File: src/rtl/imem_loader.sv
// Boot-time loader: assembles a big-endian byte stream into 32-bit words, writes
// them to instruction memory and releases the core once the XOR checksum matches.
`timescale 1ns/1ps

module imem_loader #(
    parameter int unsigned MAX_WORDS = 256,
    parameter logic [31:0] ADDR_BASE = 32'h0000_0000
) (
    input  logic        clk,
    input  logic        rst,
    input  logic [7:0]  byte_in,
    input  logic        byte_valid,
    output logic        byte_ready,
    output logic        imem_we,
    output logic [31:0] imem_addr,
    output logic [31:0] imem_wdata,
    output logic        core_rst,
    output logic        done,
    output logic        error
);

    typedef enum logic [2:0] {
        S_CNT_HI,
        S_CNT_LO,
        S_DATA,
        S_WRITE,
        S_CSUM,
        S_RUN,
        S_ERR
    } state_t;

    localparam logic [16:0] MAX_N = 17'(MAX_WORDS);

    state_t      state_q, state_d;
    logic [15:0] count_q, count_d;
    logic [15:0] word_cnt_q, word_cnt_d;
    logic [1:0]  byte_idx_q, byte_idx_d;
    logic [7:0]  csum_q, csum_d;
    logic [23:0] asm_q, asm_d;
    logic        we_q, we_d;
    logic [31:0] addr_q, addr_d;
    logic [31:0] wdata_q, wdata_d;
    logic        core_rst_q, core_rst_d;
    logic        done_q, done_d;
    logic        error_q, error_d;

    logic        xfer;
    logic [15:0] cnt_full;
    logic [15:0] word_inc;

    assign byte_ready = (state_q == S_CNT_HI) || (state_q == S_CNT_LO) ||
                        (state_q == S_DATA)   || (state_q == S_CSUM);
    assign xfer     = byte_valid & byte_ready;
    assign cnt_full = {count_q[15:8], byte_in};
    assign word_inc = word_cnt_q + 16'd1;

    // NOTE: state registers use non-blocking assignments only, so every flop
    // samples the pre-edge values computed by the combinational block.
    always_ff @(posedge clk) begin
        if (rst) begin
            state_q    <= S_CNT_HI;
            count_q    <= '0;
            word_cnt_q <= '0;
            byte_idx_q <= '0;
            csum_q     <= '0;
            asm_q      <= '0;
            we_q       <= 1'b0;
            addr_q     <= ADDR_BASE;
            wdata_q    <= '0;
            core_rst_q <= 1'b1;
            done_q     <= 1'b0;
            error_q    <= 1'b0;
        end else begin
            state_q    <= state_d;
            count_q    <= count_d;
            word_cnt_q <= word_cnt_d;
            byte_idx_q <= byte_idx_d;
            csum_q     <= csum_d;
            asm_q      <= asm_d;
            we_q       <= we_d;
            addr_q     <= addr_d;
            wdata_q    <= wdata_d;
            core_rst_q <= core_rst_d;
            done_q     <= done_d;
            error_q    <= error_d;
        end
    end

    // NOTE: every signal gets a default first so no path leaves it unassigned,
    // which would otherwise infer a latch.
    always_comb begin
        state_d    = state_q;
        count_d    = count_q;
        word_cnt_d = word_cnt_q;
        byte_idx_d = byte_idx_q;
        csum_d     = csum_q;
        asm_d      = asm_q;
        we_d       = 1'b0;
        addr_d     = addr_q;
        wdata_d    = wdata_q;
        core_rst_d = core_rst_q;
        done_d     = done_q;
        error_d    = error_q;

        unique case (state_q)
            S_CNT_HI: if (xfer) begin
                count_d = {byte_in, 8'h00};
                state_d = S_CNT_LO;
            end
            S_CNT_LO: if (xfer) begin
                count_d = cnt_full;
                if ({1'b0, cnt_full} > MAX_N) begin
                    error_d = 1'b1;
                    state_d = S_ERR;
                end else if (cnt_full == 16'd0) begin
                    state_d = S_CSUM;
                end else begin
                    state_d = S_DATA;
                end
            end
            S_DATA: if (xfer) begin
                csum_d     = csum_q ^ byte_in;
                byte_idx_d = byte_idx_q + 2'd1;
                if (byte_idx_q == 2'd3) begin
                    wdata_d = {asm_q, byte_in};
                    we_d    = 1'b1;
                    state_d = S_WRITE;
                end else begin
                    asm_d = {asm_q[15:0], byte_in};
                end
            end
            // addr_q points at the word being written, so it advances only afterwards.
            S_WRITE: begin
                word_cnt_d = word_inc;
                addr_d     = addr_q + 32'd4;
                state_d    = (word_inc == count_q) ? S_CSUM : S_DATA;
            end
            S_CSUM: if (xfer) begin
                if (byte_in == csum_q) begin
                    core_rst_d = 1'b0;
                    done_d     = 1'b1;
                    state_d    = S_RUN;
                end else begin
                    error_d = 1'b1;
                    state_d = S_ERR;
                end
            end
            S_RUN, S_ERR: ;
            default: state_d = S_ERR;
        endcase
    end

    assign imem_we    = we_q;
    assign imem_addr  = addr_q;
    assign imem_wdata = wdata_q;
    assign core_rst   = core_rst_q;
    assign done       = done_q;
    assign error      = error_q;

endmodule

File: config.mk
export PLATFORM = sky130hd
export DESIGN_NAME = imem_loader
export DESIGN_NICKNAME = d
export VERILOG_FILES = /design/src/rtl/imem_loader.sv
export SDC_FILE = /design/constraint.sdc
export NUM_CORES = 1
export LEC_CHECK = 0
export ABC_AREA = 1
export CORE_UTILIZATION = 45
export CTS_CLUSTER_SIZE = 20
export DETAILED_ROUTE_END_ITERATION = 12
export PLACE_DENSITY_LB_ADDON = 0.2
export RECOVER_POWER = 100
export SKIP_CTS_REPAIR_TIMING = 1
export SLEW_MARGIN = 25
export SYNTH_ARGS = -nofsm -noshare
export SYNTH_HDL_FRONTEND = slang
export SYNTH_SLANG_ARGS = --single-unit
export TNS_END_PERCENT = 10
File: constraint.sdc
create_clock -name clk -period 1.9 [get_ports clk]
set_input_delay 0.38 -clock clk [delete_from_list [all_inputs] [get_ports clk]]
set_output_delay 0.38 -clock clk [all_outputs]
set_load 0.01 [all_outputs]
=== Word level (Yosys, flattened, before mapping) ===
Cells that the tools add are included.

* Flip-flop bits (word level): 137
* Bits in latches: 0
* RAM bits: 0
* ROM bits: 0
* Bits of input ports: 11
* Output and inout port bits: 69
* Logic and storage cells: 76
* Memories: 0

* Add/sub/neg operators: 3
* $mul: 0
* Divide/modulo/power cells: 0
* Order comparisons: 1
* Equal/unequal tests: 16
* Shift operators: 0
* Multiplexer cells: 19
* Bitwise gates (word level): 7
* Reduce and logical (&&, ||, !) cells: 17

{| class="wikitable"
|+ Operators by type and width
! kind !! number
|-
| adder 32 x 3 -> 32 bit (second input constant) || 1
|-
| case mux 16 bit (2 select lines) || 1
|-
| 2-to-1 mux 3 bit || 8
|-
| case mux 3 bit (6 select lines) || 1
|-
| adder 16 x 1 -> 16 bit (second input constant) || 1
|-
| equality test 16 bit || 1
|-
| greater-than comparator 16 x 9 -> 1 bit (second input constant) || 1
|-
| zero test 16 bit || 1
|-
| 2-to-1 mux 16 bit || 1
|-
| AND reduction 3 bit || 5
|-
| inequality test 2 bit (second input constant) || 5
|-
| equality test 3 bit (second input constant) || 3
|-
| equality test 8 bit || 1
|-
| 2-to-1 mux 8 bit || 1
|-
| bitwise XOR 8 bit || 1
|-
| equality test 3 x 2 -> 1 bit (second input constant) || 2
|-
| AND reduction 6 bit || 1
|-
| 2-to-1 mux 1 bit || 5
|-
| inverter 1 bit || 5
|-
| AND reduction 5 bit || 1
|-
| inequality test 2 x 1 -> 1 bit (second input constant) || 2
|-
| nonzero test 2 bit || 2
|-
| equality test 3 x 1 -> 1 bit (second input constant) || 1
|-
| zero test 3 bit || 1
|-
| 9 further kinds || 11
|}

=== Longest topological paths before layout ===
* Word-level depth: 7
* Depth in mapped cells: 15

=== Worst setup path after synthesis ===
Ideal clock, no wire load.

* Path type: register -> register
* Start point: register addr_q[2] (netlist: imem_addr[2])
* End point: register addr_q[28] (netlist: imem_addr[28])
* Library setup time: 116 ps
* Arrival time: 1,647 ps
* Slack: 137 ps
* Cell stages (with the launch flop): 12
* Buffers on the path: 0
* Path through: dfxtp_1 > ha_1 > nand3_1 > nor2_2 > nand3_2 > nor2_4 > nand3_2 > inv_2 > nand2_1 > or2_1 > o21ai_1 > a21oi_1

* Word-level cells in the longest chain between the ends: 1

{| class="wikitable"
|+ RTL lines
! element !! RTL line !! source
|-
| from (decl) || 41 || <nowiki>logic [31:0] addr_q, addr_d;</nowiki>
|-
| from (signal assigned) || 81 || <nowiki>addr_q <= addr_d;</nowiki>
|-
| adder 32 x 3 -> 32 bit || 135 || <nowiki>addr_d = addr_q + 32'd4;</nowiki>
|}

Every way passes these cells.
A chain may end at the register's enable or synchronous reset.

=== Final worst setup path ===
* Start point: register word_cnt_q[1]
* End point: register state_q[2]

* Word-level cells in the longest chain between the ends: 4

{| class="wikitable"
|+ RTL lines
! element !! RTL line !! source
|-
| from (decl) || 36 || <nowiki>logic [15:0] word_cnt_q, word_cnt_d;</nowiki>
|-
| from (signal assigned) || 76 || <nowiki>word_cnt_q <= word_cnt_d;</nowiki>
|-
| adder 16 x 1 -> 16 bit || 55 || <nowiki>assign word_inc = word_cnt_q + 16'd1;</nowiki>
|-
| equality test 16 bit || 136 || <nowiki>state_d = (word_inc == count_q) ? S_CSUM : S_DATA;</nowiki>
|-
| 2-to-1 mux 3 bit || 136 ||
|-
| case mux 3 bit (6 select lines) || 105 || <nowiki>unique case (state_q)</nowiki>
|-
| to (signal assigned) || 74 || <nowiki>state_q <= state_d;</nowiki>
|-
| to (decl) || 34 || <nowiki>state_t state_q, state_d;</nowiki>
|}

Every way passes these cells.

==> summary.md <==
| Metric | Value |
|---|---|
| Outcome | `finished with violations` |
| Failing checks | `negative setup slack` |
| Clock latency on the worst-skew pair | `0.42 ns` |
| Total chip power | `7967 uW` |
| Worst Setup End Kind | `flip-flop` |
| Hold Fails Final Rpt | `0` |
| Initial Util | `45.99%` |
| Antenna violations before repair | `0` |
| Synthesized-area fraction occupied by ao, oa, aoi and oai cells | `15.66%` |
| Routing usage on met2 | `36.51%` |
| Global-route usage over all layers | `21.74%` |
| TritonCTS buffer count | `17` |
| Diodes inserted | `0` |
| Height of the chip | `118.1 um` |
| Setup-failing EPs final | `1` |
| Mean routed wirelength per cell | `13.03 um` |
| Slowest library cell on the worst path | `dfxtp_2` |
| Pwr/cell area | `969.5 mW/mm^2` |
| Path type of the worst min-delay path | `input port to flip-flop` |
| Endpoint required time on the critical path | `2.25 ns` |
| Post-route clock skew | `0.007964 ns` |
| First-iteration detailed-routing DRC count | `242` |
| Standard-cell rows | `42` |
| RSZ-0062 raised after global routing | `yes` |
| Placer congestion estimate | `0.8622` |
| Cell seen most often among critical-path stages | `nand2_1` |
| Non-Filler Cell Area, Final | `0.008218 sq mm` |
| Overall via count from detail_route | `5756` |
| Endpoint arrival time on the critical path | `2.26 ns` |
| Cells after DPL | `1119` |
| Top Family by Delay on Critical Path | `simple AND/OR/NAND/NOR gates` |
| Clock input transition at the sequential cells of the worst setup and hold paths | `0.06 ns` |
| Root Buffer Master | `clkbuf_16` |
| Antenna-violating nets left | `0` |
| CP max stage delay | `0.36 ns` |
| Peak supply drop | `0.6535 mV` |
| Max Fclk | `523.6 MHz` |
| Simple logic cell fraction of the synthesized area | `26.77%` |
| TritonCTS clock tree | `built` |
| Dominant combinational cell family by area after synthesis | `simple AND/OR/NAND/NOR gates` |
| Most utilized layer in the global route result | `met2` |
| Sinks on the clock net | `135` |
| Number of maximum-capacitance violations | `0` |
| Pre-CTS WS | `-0.07444 ns` |
| Number of buffers between clock root and the deepest sink | `2` |
| Final critical-path setup slack | `-0.009773 ns` |
| Multi-input combinational cell area | `0.003020 sq mm` |
| Post-synthesis share of cell area spent on full adders, half adders and majority gates | `0.6188%` |
| Count of buffers inserted at the top-level ports | `77` |
| Placed wire-length estimate | `10.29 mm` |
| Critical-path maximum fanout | `4` |
| Total of warnings raised by yosys | `0` |
| Most used cells in the layout excluding fill and tap cells | `124 x nand2_1, 124 x dfxtp_1, 101 x nor2_1, 93 x a21oi_1, 90 x inv_1` |
| Routed wire length | `15.12 mm` |
| Fraction of met3 tracks used by global routing | `5.281%` |
| Die Outline Area | `0.01395 sq mm` |
| Area added between synthesis and finish | `35.48%` |
| Die outline width | `118.1 um` |
| Wire length of the first global-routing pass | `24.44 mm` |
| Final period demand of the worst path | `1.910 ns` |
| Final global-route overflow total | `0` |
| Max Slew Vio Count | `0` |
| Share of the clock period used by the worst path | `100.5%` |
| Library cells used by synthesis | `36` |
| Met1 global-route usage | `27.18%` |
| Synthesized area per cell | `7.162 sq um` |
| CP Buf/Inv Count | `0` |
| Leakage | `0.003267 uW` |
| Xor and xnor fraction of the mapped netlist area | `3.692%` |
| 1st-pass router iterations | `5` |
| Drc violations | `0` |
| Cell count after synthesis | `847` |
| Post-layout instance count excluding filler cells | `1161` |
| Startpoint Class | `flip-flop` |
| WS Path Type | `flip-flop to flip-flop` |
| Share of final-layout standard cells stronger than drive strength 1 | `16.85%` |
| I/O pin count | `80` |
| Cell area after synthesis | `0.006066 sq mm` |
| Mux share of post-synthesis cell area | `0%` |
| Number of fillers in the final layout | `1185` |
| Cell Area, Placed | `0.007361 sq mm` |
| Seq/Total Area, Yosys | `44.55%` |
| Number of storage elements in the synthesis netlist | `135` |
| Final nets | `986` |
| Pin count of the biggest net entering global routing | `54` |
| Vias in the first global route | `5201` |
| Core area | `0.01319 sq mm` |
| Worst hold slack | `0.4372 ns` |
| Ordered cell list for the critical path | `ha_4 -> nand2_4 -> nor2_4 -> nand2_2 -> nand2_2 -> nand2_1 -> nand2_1 -> nand2_2 -> nor2_2 -> nand3_1 -> nor2_2 -> nand3_1 -> nand2_1 -> nand2_1 -> a21oi_1` |
| Number of levels the H-tree was split into | `4` |
| Area occupied by registers | `0.002716 sq mm` |
| Via density | `4.958` |
sequential cells by signal, summed over array words and instances (netlist names):
name and cells:
core_rst 1, error 1, done 1, byte_idx_q 2, imem_wdata 32, word_cnt_q 16, imem_addr 30, count_q 16
imem_we 1, csum_q 8, asm_q 24, state_q 3
power by group:
| group | leakage [uW] | switching [uW] | internal, uW | total, uW |
|---|---|---|---|---|
| Sequential | 0.00110 | 215 | 3110 | 3320 |
| Combinational | 0.00189 | 865 | 610 | 1480 |
| Clock | 0.000273 | 1340 | 1830 | 3170 |
cells in the mapped netlist:
cell,number,area (sq um)
and3_1,1,6.260
nand3_2,2,20.02
o21ai_1,9,45.04
nand4_1,16,100.1
o211ai_1,5,37.54
dfxtp_1,135,2703
nand3b_1,2,15.01
or2_1,1,6.260
nor2_1,112,420.4
inv_2,4,15.01
nand3_1,69,345.3
nor3_4,1,16.27
nand2_2,4,25.02
buf_4,2,15.01
o21ai_0,67,335.3
a211oi_1,6,45.04
conb_1,1,3.750
buf_2,8,40.04
xor2_1,14,122.6
nor3b_2,1,12.51
a21oi_1,94,470.5
nor3_1,12,60.06
buf_1,2,7.510
nor2_4,2,22.52
nor4_2,1,12.51
clkbuf_1,28,105.1
nand2_1,131,491.7
xnor2_1,9,78.83
xnor3_1,1,22.52
nor3b_1,1,7.510
nor2_2,8,50.05
inv_1,91,341.6
nor4_1,2,12.51
o21a_1,1,7.510
a41oi_1,1,8.760
ha_1,3,37.54
worst paths after layout:
path	from	end	slack (ns)	cells past startpoint
max	word_cnt_q[1]	state_q[2]	-0.01	15
min	rst	imem_addr[26]	0.44	3
max reg2reg	word_cnt_q[1]	state_q[2]	-0.01	15
min reg2reg	byte_idx_q[0]	byte_idx_q[0]	0.46	1
area by class of cell:
| type | count | share of cell area (%) |
|---|---|---|
| Tap cell | 176 | 2.680 |
| Multi-Input combinational cell | 578 | 36.75 |
| Timing Repair Buffer | 144 | 16.11 |
| Sequential cell | 135 | 33.05 |
| Inverter | 95 | 4.385 |
| Timing Repair inverter | 1 | 0.09135 |
| Clock buffer | 18 | 5.222 |
| Clock inverter | 14 | 1.705 |
tightest hold or removal path: cells and delay by family:
family	cells	cell delay [ns]
buffers and inverters	2	0.33
and+or+nand+nor	1	0.11
per-layer routing:
metal  routed length (um)  vias to the layer above
li1                     -                     3018
met1                 6954                     2584
met2                 7323                      133
met3                  645                       21
met4                  201                        0
met5                    0                        -
cell families (layout without fill, tap and decap cells):
logic type,Yosys count,after routing
xor+xnor,24,24
simple gates,366,366
flops,135,135
other cells,1,2
buf+inv,135,272
fa+ha+maj,3,3
compound gates,183,183
stage by stage:
step                      utilization (%)    TNS, ns
after global placement              55.81   -0.02454
after detailed placement            55.81    -0.3297
final                               62.30  -0.009773
after CTS                           60.12    -0.3767
after global routing                62.30     -1.135
after floorplan                         -          0
Note: power is estimated with default switching activity, not from simulation.
